$ cat src/rtl/mine_neighbour_counter.sv
// Mine neighbour counter: for a queried cell, reports whether it holds a mine
// and how many of its 8 neighbours hold mines. One neighbour is visited per
// clock, so every in-range query has the same latency wherever the cell lies.
module mine_neighbour_counter #(
    parameter int EASY_DIM   = 8,
    parameter int MEDIUM_DIM = 10,
    parameter int HARD_DIM   = 16
) (
    input  logic                                     clk,
    input  logic                                     rst,
    input  logic [1:0]                               level,
    input  logic [4:0]                               dimension_size,
    input  logic                                     req,
    input  logic [4:0]                               x_in,
    input  logic [4:0]                               y_in,
    input  logic [EASY_DIM-1:0][EASY_DIM-1:0]        array_easy_in,
    input  logic [MEDIUM_DIM-1:0][MEDIUM_DIM-1:0]    array_medium_in,
    input  logic [HARD_DIM-1:0][HARD_DIM-1:0]        array_hard_in,
    output logic                                     busy,
    output logic                                     done,
    output logic                                     is_mine,
    output logic [3:0]                               mine_count,
    output logic                                     oob
);

    localparam int EW = $clog2(EASY_DIM);
    localparam int MW = $clog2(MEDIUM_DIM);
    localparam int HW = $clog2(HARD_DIM);
    localparam logic [5:0] EASY_L   = 6'(EASY_DIM);
    localparam logic [5:0] MEDIUM_L = 6'(MEDIUM_DIM);
    localparam logic [5:0] HARD_L   = 6'(HARD_DIM);

    typedef enum logic [1:0] {IDLE, CENTER, SCAN, DONE} state_t;

    state_t            state, state_nxt;
    logic [4:0]        x_r, y_r, dim_r;
    logic [1:0]        level_r;
    logic              latch;
    logic [3:0]        acc, acc_nxt;
    logic [2:0]        idx, idx_nxt;
    logic              centre_r, centre_nxt;
    logic              oob_r, oob_nxt;
    logic [5:0]        phys;
    logic              centre_oob;
    logic signed [5:0] nx, ny, dim_s;
    logic              nb_in, nb_bit;

    // Column offset of neighbour idx: the scan walks columns -1, 0, +1.
    function automatic logic signed [5:0] dx_of(input logic [2:0] i);
        if (i <= 3'd2)      return -6'sd1;
        else if (i <= 3'd4) return 6'sd0;
        else                return 6'sd1;
    endfunction

    // Row offset of neighbour idx; the centre (0,0) is skipped.
    function automatic logic signed [5:0] dy_of(input logic [2:0] i);
        case (i)
            3'd0, 3'd3, 3'd5: return -6'sd1;
            3'd1, 3'd6:       return 6'sd0;
            default:          return 6'sd1;
        endcase
    endfunction

    // Mine bit of the array chosen by lvl; cells outside the physical array read 0.
    function automatic logic cell_bit(input logic [1:0] lvl, input logic [4:0] cx,
                                      input logic [4:0] cy);
        case (lvl)
            2'd3: return ({1'b0, cx} < HARD_L) && ({1'b0, cy} < HARD_L) &&
                         array_hard_in[cx[HW-1:0]][cy[HW-1:0]];
            2'd2: return ({1'b0, cx} < MEDIUM_L) && ({1'b0, cy} < MEDIUM_L) &&
                         array_medium_in[cx[MW-1:0]][cy[MW-1:0]];
            default: return ({1'b0, cx} < EASY_L) && ({1'b0, cy} < EASY_L) &&
                            array_easy_in[cx[EW-1:0]][cy[EW-1:0]];
        endcase
    endfunction

    // Range check of the latched query and the current neighbour's contribution.
    always_comb begin
        case (level_r)
            2'd3:    phys = HARD_L;
            2'd2:    phys = MEDIUM_L;
            default: phys = EASY_L;
        endcase
        centre_oob = (x_r >= dim_r) || (y_r >= dim_r) || ({1'b0, dim_r} > phys);
        dim_s  = $signed({1'b0, dim_r});
        nx     = $signed({1'b0, x_r}) + dx_of(idx);
        ny     = $signed({1'b0, y_r}) + dy_of(idx);
        nb_in  = (nx >= 6'sd0) && (ny >= 6'sd0) && (nx < dim_s) && (ny < dim_s);
        nb_bit = nb_in && cell_bit(level_r, nx[4:0], ny[4:0]);
    end

    // Next-state and next-accumulator logic.
    always_comb begin
        state_nxt  = state;
        acc_nxt    = acc;
        idx_nxt    = idx;
        centre_nxt = centre_r;
        oob_nxt    = oob_r;
        latch      = 1'b0;
        case (state)
            IDLE: begin
                if (req) begin
                    latch      = 1'b1;
                    acc_nxt    = 4'd0;
                    idx_nxt    = 3'd0;
                    centre_nxt = 1'b0;
                    oob_nxt    = 1'b0;
                    state_nxt  = CENTER;
                end
            end
            CENTER: begin
                if (centre_oob) begin
                    centre_nxt = 1'b0;
                    acc_nxt    = 4'd0;
                    oob_nxt    = 1'b1;
                    state_nxt  = DONE;
                end else begin
                    centre_nxt = cell_bit(level_r, x_r, y_r);
                    idx_nxt    = 3'd0;
                    state_nxt  = SCAN;
                end
            end
            SCAN: begin
                acc_nxt = acc + {3'b000, nb_bit};
                if (idx == 3'd7) state_nxt = DONE;
                else             idx_nxt   = idx + 3'd1;
            end
            DONE: state_nxt = IDLE;
            default: state_nxt = IDLE;
        endcase
    end

    // State, accumulator and registered outputs; results commit when DONE is left.
    always_ff @(posedge clk or posedge rst) begin
        if (rst) begin
            state      <= IDLE;
            acc        <= 4'd0;
            idx        <= 3'd0;
            centre_r   <= 1'b0;
            oob_r      <= 1'b0;
            busy       <= 1'b0;
            done       <= 1'b0;
            is_mine    <= 1'b0;
            mine_count <= 4'd0;
            oob        <= 1'b0;
        end else begin
            state    <= state_nxt;
            acc      <= acc_nxt;
            idx      <= idx_nxt;
            centre_r <= centre_nxt;
            oob_r    <= oob_nxt;
            busy     <= (state != IDLE);
            done     <= (state == DONE);
            if (state == DONE) begin
                is_mine    <= centre_r;
                mine_count <= acc;
                oob        <= oob_r;
            end
        end
    end

    // Query operands captured on accept; later input changes do not disturb a scan.
    always_ff @(posedge clk) begin
        if (latch) begin
            x_r     <= x_in;
            y_r     <= y_in;
            level_r <= level;
            dim_r   <= dimension_size;
        end
    end

endmodule

$ cat config.mk
export PLATFORM = sky130hd
export DESIGN_NAME = mine_neighbour_counter
export DESIGN_NICKNAME = d
export VERILOG_FILES = /design/src/rtl/mine_neighbour_counter.sv
export SDC_FILE = /design/constraint.sdc
export NUM_CORES = 1
export LEC_CHECK = 0
export ABC_AREA = 0
export ABC_CLOCK_PERIOD_IN_PS = 6100
export BUFFER_PORTS_ARGS = -buffer_cell sky130_fd_sc_hd__buf_2
export CAP_MARGIN = 5
export CORE_AREA = 2 2 174 176
export CTS_BUF_LIST = sky130_fd_sc_hd__clkbuf_8
export DETAILED_ROUTE_END_ITERATION = 6
export DIE_AREA = 0 0 176 178
export HOLD_SLACK_MARGIN = 0.08
export PLACE_DENSITY = 0.61
export SLEW_MARGIN = 20
export SYNTH_ARGS = -nofsm -noshare
export SYNTH_HDL_FRONTEND = slang
export SYNTH_SLANG_ARGS = --single-unit
$ cat constraint.sdc
create_clock -name clk -period 6.1 [get_ports clk]
set_input_delay 0.61 -clock clk [delete_from_list [all_inputs] [get_ports clk]]
set_output_delay 0.61 -clock clk [all_outputs]
set_load 0.03 [all_outputs]
After elaboration in Yosys (flattened, before gate mapping) --
Cells that the tools add are included.
Operators by class: $add $sub $neg 4, magnitude comparators 29, muxes and demuxes 48, eq/ne operators 15, reductions and logical operators 30
Operators by type and width (count):
- binary-select mux 16 bit (select 4 bit) | 2
- binary-select mux 10 bit (select 4 bit) | 2
- binary-select mux 8 bit (select 3 bit) | 2
- < comparator 5 x 4 -> 1 bit, second input constant | 8
- 2-to-1 mux 16 bit | 2
- < comparator 4 x 5 -> 1 bit, second input constant | 4
- < comparator 5 bit, second input constant | 4
- 2-to-1 mux 10 bit | 2
- binary-select mux 1 bit (select 4 bit) | 4
- logical AND 1 bit | 16
- < comparator 3 x 4 -> 1 bit, second input constant | 4
- 2-to-1 mux 8 bit | 2
- 2-to-1 mux 1 bit | 13
- adder 6 bit | 2
- >= comparator 6 x 1 -> 1 bit, second input constant | 2
- < comparator 6 bit | 2
- one-hot mux 4 bit (3 select lines) | 1
- one-hot mux 6 bit (2 select lines) | 1
- >= comparator 5 bit | 2
- != test 2 bit, second input constant | 5
- one-hot mux 5 bit (2 select lines) | 1
- == test 3 bit, second input constant | 3
- 2-to-1 mux 3 bit | 3
- one-hot mux 3 bit (3 select lines) | 1
- 25 further kinds | 38
Word-level totals: register bits 36

Logic depth before layout (Yosys ltp) --
Gate-level depths: netlist (run 1).
depth in word-level cells 13, gate-level depth with buffers 25

Worst setup path after synthesis (run 1) --
Ideal clock, no wire load.
path kind register -> register, from register x_r[1], to register acc[2], buffers on the path 5, slack 0.843 ns, arrival 5.136 ns, setup time 0.122 ns, stages on the path, launching flop included 18, cell sequence edfxtp_1 clkbuf_1 buf_2 buf_1 clkinv_1 fa_1 buf_1 buf_1 mux4_2 mux4_2 mux4_2 a22oi_1 o211ai_1 and4_1 ha_1 ha_1 nor2b_1 a32o_1
Between the ends: cells in the longest elaborated chain, start to end 10, elaborated cells on any way between the ends 36, classes of those cells add/sub (2); order compare (6); eq/ne (1); mux (14); reduce/logical (13)
RTL lines:
- start: declaration | line 36 | logic [4:0] x_r, y_r, dim_r;
- start signal: assignment | line 165 | x_r <= x_in;
- adder 6 bit | line 86 | nx = $signed({1'b0, x_r}) + dx_of(idx);
- binary-select mux 10 bit (select 4 bit) (tied with other cells) | line 71 | array_medium_in[cx[MW-1:0]][cy[MW-1:0]];
- 2-to-1 mux 10 bit (not written as such) (tied with other cells) | line 71
- binary-select mux 1 bit (select 4 bit) (tied with other cells) | line 71
- 2-to-1 mux 1 bit, on equally long branches | line 71, 69, 73
- logical AND 1 bit, on equally long branches | line 70, 68, 72
- one-hot mux 1 bit (2 select lines) | line 67 | case (lvl)
- logical AND 1 bit | line 89 | nb_bit = nb_in && cell_bit(level_r, nx[4:0], ny[4:0]);
- adder 4 x 1 -> 4 bit | line 124 | acc_nxt = acc + {3'b000, nb_bit};
- one-hot mux 4 bit (3 select lines) | line 100 | case (state)
- end signal: assignment | line 148 | acc <= acc_nxt;
- end: declaration | line 39 | logic [3:0] acc, acc_nxt;
Several ways; a longest one is shown, not always the timed one. The select of a mux whose other input is x is not followed. A chain may end at the register's enable or synchronous reset.

Worst setup path after layout (run 1) --
from register idx[0], to register acc[2]
Between the ends: cells in the longest elaborated chain, start to end 13, elaborated cells on any way between the ends 49, classes of those cells add/sub (3); order compare (12); eq/ne (4); mux (17); reduce/logical (13)
RTL lines:
- start: declaration | line 40 | logic [2:0] idx, idx_nxt;
- start signal: assignment | line 149 | idx <= idx_nxt;
- less-or-equal comparator 3 bit | line 51 | else if (i <= 3'd4) return 6'sd0;
- 2-to-1 mux 1 bit | line 51
- 2-to-1 mux 6 bit | line 50 | if (i <= 3'd2) return -6'sd1;
- adder 6 bit | line 86
- binary-select mux 10 bit (select 4 bit) (tied with other cells) | line 71
- 2-to-1 mux 10 bit (not written as such) (tied with other cells) | line 71
- binary-select mux 1 bit (select 4 bit) (tied with other cells) | line 71
- 2-to-1 mux 1 bit, on equally long branches | line 71, 69, 73
- logical AND 1 bit, on equally long branches | line 70, 68, 72
- one-hot mux 1 bit (2 select lines) | line 67
- logical AND 1 bit * | line 89
- adder 4 x 1 -> 4 bit * | line 124
- one-hot mux 4 bit (3 select lines) * | line 100
Every way passes the cells marked *; elsewhere a longest branch is shown, timed or not. The select of a mux whose other input is x is not followed.

==> results of run 1 <==
metal layers:
layer | vias to the layer above | part of all wire | global-route usage
li1 | 4110 | - | -
met1 | 4877 | 0.38 | 0.339
met2 | 701 | 0.50 | 0.473
met3 | 85 | 0.085 | 0.0405
met4 | 4 | 0.030 | 0.0851
met5 | - | 0.00058 | 0
critical path: stages, from the launching register on:
cell and delay [ns]:
dfrtp_1 0.42, inv_1 0.13, ha_1 0.19, inv_1 0.06, a31oi_1 0.25, ha_4 0.17
inv_1 0.05, fa_4 1.11, buf_12 0.31, mux4_2 0.36, mux4_2 0.49, mux4_2 0.48
nor2_1 0.24, o211ai_1 0.13, and4_1 0.19, ha_1 0.20, ha_1 0.19, nor2b_1 0.12
a32o_1 0.25
registers in the layout (all words and copies together) (netlist names):
name	count
state	2
mine_count	4
acc	4
level_r	2
oob_r	1
done	1
busy	1
centre_r	1
idx	3
is_mine	1
x_r	5
oob	1
y_r	5
dim_r	5
cell type report:
| class | instances | area, um2 | share of cell area |
|---|---|---|---|
| Antenna cell | 13 | 32.5 | 0.00268 |
| Clock buffer | 5 | 68.8 | 0.00567 |
| Clock inverter | 3 | 12.5 | 0.00103 |
| Inverter | 36 | 135 | 0.0111 |
| Multi-Input combinational cell | 613 | 7950 | 0.655 |
| Sequential cell | 36 | 986 | 0.0812 |
| Tap cell | 390 | 488 | 0.0402 |
| Timing Repair Buffer | 474 | 2460 | 0.203 |
cells in the mapped netlist, drive strengths merged (14+ instances only):
cell type	number	area [um2]
o21ai	22	110
nand2	39	146
edfxtp	17	510
mux2i	66	661
a21o	14	105
inv	35	131
ha	44	551
mux4	214	4830
buf	42	272
mux2	14	158
clkbuf	33	124
nor2	19	71.3
dfrtp	19	475
a21oi	27	135
o221ai	19	166
power by group through the flow:
stage	clock network [mW]	registers, mW	logic (mW)
floorplan	0	0.368	2.90
global placement	0	0.356	3.92
detailed placement	0	0.359	4.00
CTS	0.168	0.354	4.02
global route	0.177	0.358	4.28
finish	0.165	0.353	4.00
kinds of logic after synthesis:
family / Yosys count / share of synthesized area
flops: 36 / 0.105
mux: 294 / 0.599
xor+xnor: 7 / 0.00730
simple gates: 123 / 0.0648
compound gates: 143 / 0.105
fa+ha+maj: 46 / 0.0626
buf+inv: 111 / 0.0563
path summary, 6_finish.rpt:
kind / to / slack, ns / depth (start not counted) / from
max in group asynchronous: busy / 5.15 / 2 / rst
min: idx[2] / 0.46 / 2 / rst
max: acc[2] / 0.58 / 18 / idx[0]
min in group clk: y_r[1] / 0.49 / 1 / y_in[1]
max reg2reg: acc[2] / 0.58 / 18 / idx[0]
min reg2reg: is_mine / 0.51 / 1 / is_mine
==> impl_metrics.yaml, run 1 <==
outcome:
  status: "complete, no violations"
power:
  p_per_area_mw_per_mm2: 372
  ir_drop_mv: 0.255
  clkPwrFrac: 0.037
  switchingPower_mw: 2.13
  switching_share: 0.473
  p_int_mw: 2.38
  p_seq_frac: 0.078
  combPwrFrac: 0.885
  total_leakage_power_nw: 5.24
  p_total_mw: 4.52
detailed_routing:
  ant_nets: 0
  drt-pass1-iter-count: 5
  drt_iter0_markers: 777
  viasPerCell: 6.23
  drc: 0
  wl_mm: 43.1
  avgRoutedWirePerCell_um: 27.5
  num_vias: 9777
synthesis:
  async_flop_share: 0.528
  synth_area_mm2: 0.00943
  synth_edf_count: 17
  synth_nets: 1246
  ys.warnings.count: 0
  ys_ff_latch: 36
  synth_cell_types: 62
  synth_seq_area_share: 0.105
  synth.avg_cell_area_um2: 12.4
  postSynthCellCount: 760
  synth-main-ff-cell: "dfrtp_1"
worst_setup_path:
  cp.required_ns: 6.28
  end_kind: "flop"
  crit_path_start_kind: "flop"
  arrival_ns: 5.70
  crit_type: "flop to flop"
  worstPathMaxFanout: 48
timing:
  post-route-period-util: 0.905
  finalClockSkew_ns: 0.00772
  fin_setup_tns_ns: 0
  max_freq_mhz: 181
  fin_ws_ns: 0.577
  layout_min_cycle_time_ns: 5.52
  finalSetupViolations: 0
  slew_headroom: 0.288
  hold_slack_ns: 0.457
  finalHoldViolCount: 0
  drv_slew: 0
  tightest_slew_ns: 1.07
  rsz0062_at_grt: "no"
layout:
  fillers: 2851
  final_common_cell: "buf_2"
  layout.cells.most_common_list: "buf_2, mux4_2, mux2i_1"
  layout.cells.non_filler: 1570
  synthToLayoutAreaGrowth_pct: 28.7
  nets: 1652
  layout-drive-gt1-share: 0.611
  final_area_mm2: 0.0121
  final_util: 0.413
clock_network:
  cts_setup_buffers: 0
  cts_tree: "done"
  cts_hold_buffers: 0
  worstSkewPairLatency_ns: 0.29
  clock_sinks: 36
  clk_pin_slew_ns: 0.08
  cts.htree.levels: 2
  clockBufferDepth: 2
  cts-resized-gates: 0
  cts-root-buf: "clkbuf_8"
  numCtsBuffers: 5
placement:
  dp_hpwl_mm: 35.1
  pre_cts_ws_ns: 0.567
  postPlaceCellArea_mm2: 0.0120
  dp_cells: 1549
  port_buffers: 447
  routabilityCongestion: 0.962
die:
  dieArea_mm2: 0.0313
  die_h_um: 178
  pin_count: 448
  coreArea_mm2: 0.0294
  rows: 63
  start_util: 0.321
  die_w_um: 176
global_routing:
  grt_pass1_wl_mm: 62.4
  grt_pass1_vias: 9970
  grt_usage: 0.268
  grt_remaining_overflow: 0
  grt_max_degree: 58
  antenna_found_initial: 13
flow_run:
  maxCapViolCount: 0
worst_hold_path:
  hp-class: "primary input to async pin"
(Power assumes the default switching activity.)
==> run 2, diff against run 1 <==
--- a/config.mk
+++ b/config.mk
@@ -6,15 +6,14 @@
 export NUM_CORES = 1
 export LEC_CHECK = 0
 export ABC_AREA = 0
-export ABC_CLOCK_PERIOD_IN_PS = 6100
+export ABC_CLOCK_PERIOD_IN_PS = 6700
 export BUFFER_PORTS_ARGS = -buffer_cell sky130_fd_sc_hd__buf_2
 export CAP_MARGIN = 5
-export CORE_AREA = 2 2 174 176
+export CORE_AREA = 2 2 172 174
 export CTS_BUF_LIST = sky130_fd_sc_hd__clkbuf_8
 export DETAILED_ROUTE_END_ITERATION = 6
-export DIE_AREA = 0 0 176 178
+export DIE_AREA = 0 0 174 176
 export HOLD_SLACK_MARGIN = 0.08
-export PLACE_DENSITY = 0.61
 export SLEW_MARGIN = 20
 export SYNTH_ARGS = -nofsm -noshare
 export SYNTH_HDL_FRONTEND = slang
==> constraint.sdc (replaced) <==
create_clock -name clk -period 6.7 [get_ports clk]
set_input_delay 0.67 -clock clk [delete_from_list [all_inputs] [get_ports clk]]
set_output_delay 0.67 -clock clk [all_outputs]
set_load 0.03 [all_outputs]
==> run 2 against run 1 <==
Compared with the run above: flip-flop and latch count did not move; total power fell by 8.0%; combinational power fell by 8.8%; worst setup slack improved by 0.39 ns; global-route usage rose by 0.50 points; core utilization rose by 1.2 points; critical path depth fell by 1; clock power rose by 18%; via count rose by 0.82%; fmax fell by 3.7%; critical path type unchanged; highest routed layer unchanged.
==> impl_metrics.yaml, run 2 (same netlist as run 1, synthesis figures left out) <==
outcome:
  status: "complete, no violations"
global_routing:
  grt_pass1_vias: 10000
  antenna_found_initial: 15
  grt_max_degree: 59
  grt_pass1_wl_mm: 62.7
  grt_usage: 0.273
  grt_remaining_overflow: 0
worst_setup_path:
  worstPathCellList: "inv_1, ha_1, inv_1, a21oi_1, inv_1, fa_4, buf_4, mux4_2, mux4_2, mux4_2, a21oi_1, a41oi_1, and4_1, ha_1, ha_1, nor2b_1, a32o_1"
  ff2ff_path_depth: 17
  reg2reg_slack_ns: 0.97
  cp.required_ns: 6.89
  timing.rr.end: "acc[2]"
  crit_type: "flop to flop"
  slowest_delay_ns: 1.23
  arrival_ns: 5.92
  rr_startpoint: "idx[0]"
  worstPathMaxFanout: 35
  end_kind: "flop"
  critPathBufInv: 4
  crit_path_start_kind: "flop"
  crit_path_top_delay_cell: "fa_4"
  crit_family: "adder cells"
die:
  rows: 62
  dieArea_mm2: 0.0306
  die_h_um: 176
  pin_count: 448
  die_w_um: 174
  coreArea_mm2: 0.0285
  start_util: 0.330
clock_network:
  clock_sinks: 36
  cts.htree.levels: 2
  cts_setup_buffers: 0
  worstSkewPairLatency_ns: 0.30
  cts_hold_buffers: 0
  cts-root-buf: "clkbuf_8"
  clockBufferDepth: 2
  cts_tree: "done"
  numCtsBuffers: 5
  cts-resized-gates: 0
  clk_pin_slew_ns: 0.08
timing:
  layout_min_cycle_time_ns: 5.73
  drv_slew: 0
  finalSetupViolations: 0
  finalHoldViolCount: 0
  fin_setup_tns_ns: 0
  finalClockSkew_ns: 0.00751
  tightest_slew_ns: 1.01
  hold_slack_ns: 0.506
  max_freq_mhz: 174
  slew_headroom: 0.328
  rsz0062_at_grt: "no"
  post-route-period-util: 0.856
  fin_ws_ns: 0.967
layout:
  layout-drive-gt1-share: 0.610
  nets: 1648
  final_common_cell: "buf_2"
  layout.cells.non_filler: 1560
  synthToLayoutAreaGrowth_pct: 28.7
  layout.cells.most_common_list: "buf_2, mux4_2, mux2i_1"
  fillers: 2789
  reg_top3: "dim_r (5), x_r (5), y_r (5)"
power:
  ir_drop_mv: 0.189
  total_leakage_power_nw: 5.23
  p_per_area_mw_per_mm2: 343
placement:
  dp_cells: 1539
  port_buffers: 447
  pre_cts_ws_ns: 1.01
  routabilityCongestion: 0.983
  dp_hpwl_mm: 34.6
worst_hold_path:
  hp-class: "flop to flop"
  hold_end: "is_mine"
  holdCritStartpoint: "is_mine"
  hold_depth: 1
detailed_routing:
  drt_iter0_markers: 910
  num_vias: 9857
  wl_mm: 43.4
  drc: 0
  viasPerCell: 6.32
  drt-pass1-iter-count: 5
  ant_nets: 0
  avgRoutedWirePerCell_um: 27.8
flow_run:
  maxCapViolCount: 0
run 2: how the worst max path moves through the flow:
stage	from	end	depth (start not counted)
after floorplan	x_r[1]	acc[2]	17
after global placement	idx[0]	acc[3]	19
after detailed placement	idx[0]	acc[2]	18
after CTS	idx[0]	acc[2]	18
after global routing	idx[0]	acc[3]	19
final	idx[0]	acc[2]	17
run 2: power by group:
group	total [mW]	switching (mW)	internal, mW
Clock	0.195	0.0869	0.109
Combinational	3.65	1.84	1.81
Sequential	0.317	0.0356	0.281
Total	4.16	1.96	2.20
run 2: cell type report:
| cell class | instances | area, um2 | share of cell area |
|---|---|---|---|
| inverter | 36 | 135 | 0.0111 |
| timing repair buffer | 470 | 2450 | 0.202 |
| tap | 384 | 480 | 0.0396 |
| clock buffer | 5 | 68.8 | 0.00567 |
| multi-input combinational | 613 | 7950 | 0.655 |
| clock inverter | 3 | 37.5 | 0.00309 |
| antenna | 13 | 32.5 | 0.00268 |
| sequential | 36 | 986 | 0.0812 |
run 2: through the flow:
step / area (um2) / power, mW / util
floorplan: 9430 / 2.97 / -
global placement: 12000 / 3.91 / 0.420
detailed placement: 12000 / 3.95 / 0.420
CTS: 12100 / 4.16 / 0.424
global route: 12100 / 4.42 / 0.425
finish: 12100 / 4.16 / 0.425
run 2: worst reg2reg max path: stages, from the launching register on:
cell and delay, ns:
dfrtp_1 0.42, inv_1 0.14, ha_1 0.19, inv_1 0.06
a21oi_1 0.44, inv_1 0.12, fa_4 1.23, buf_4 0.33
mux4_2 0.32, mux4_2 0.55, mux4_2 0.49, a21oi_1 0.25
a41oi_1 0.08, and4_1 0.25, ha_1 0.20, ha_1 0.19
nor2b_1 0.13, a32o_1 0.25
run 2: per-layer routing:
layer,vias up,GRT usage,wire length [um]
met4,2,0.112,1710
met1,4961,0.346,16500
met3,90,0.0472,3910
met2,710,0.465,21200
met5,-,0,13
li1,4094,-,-
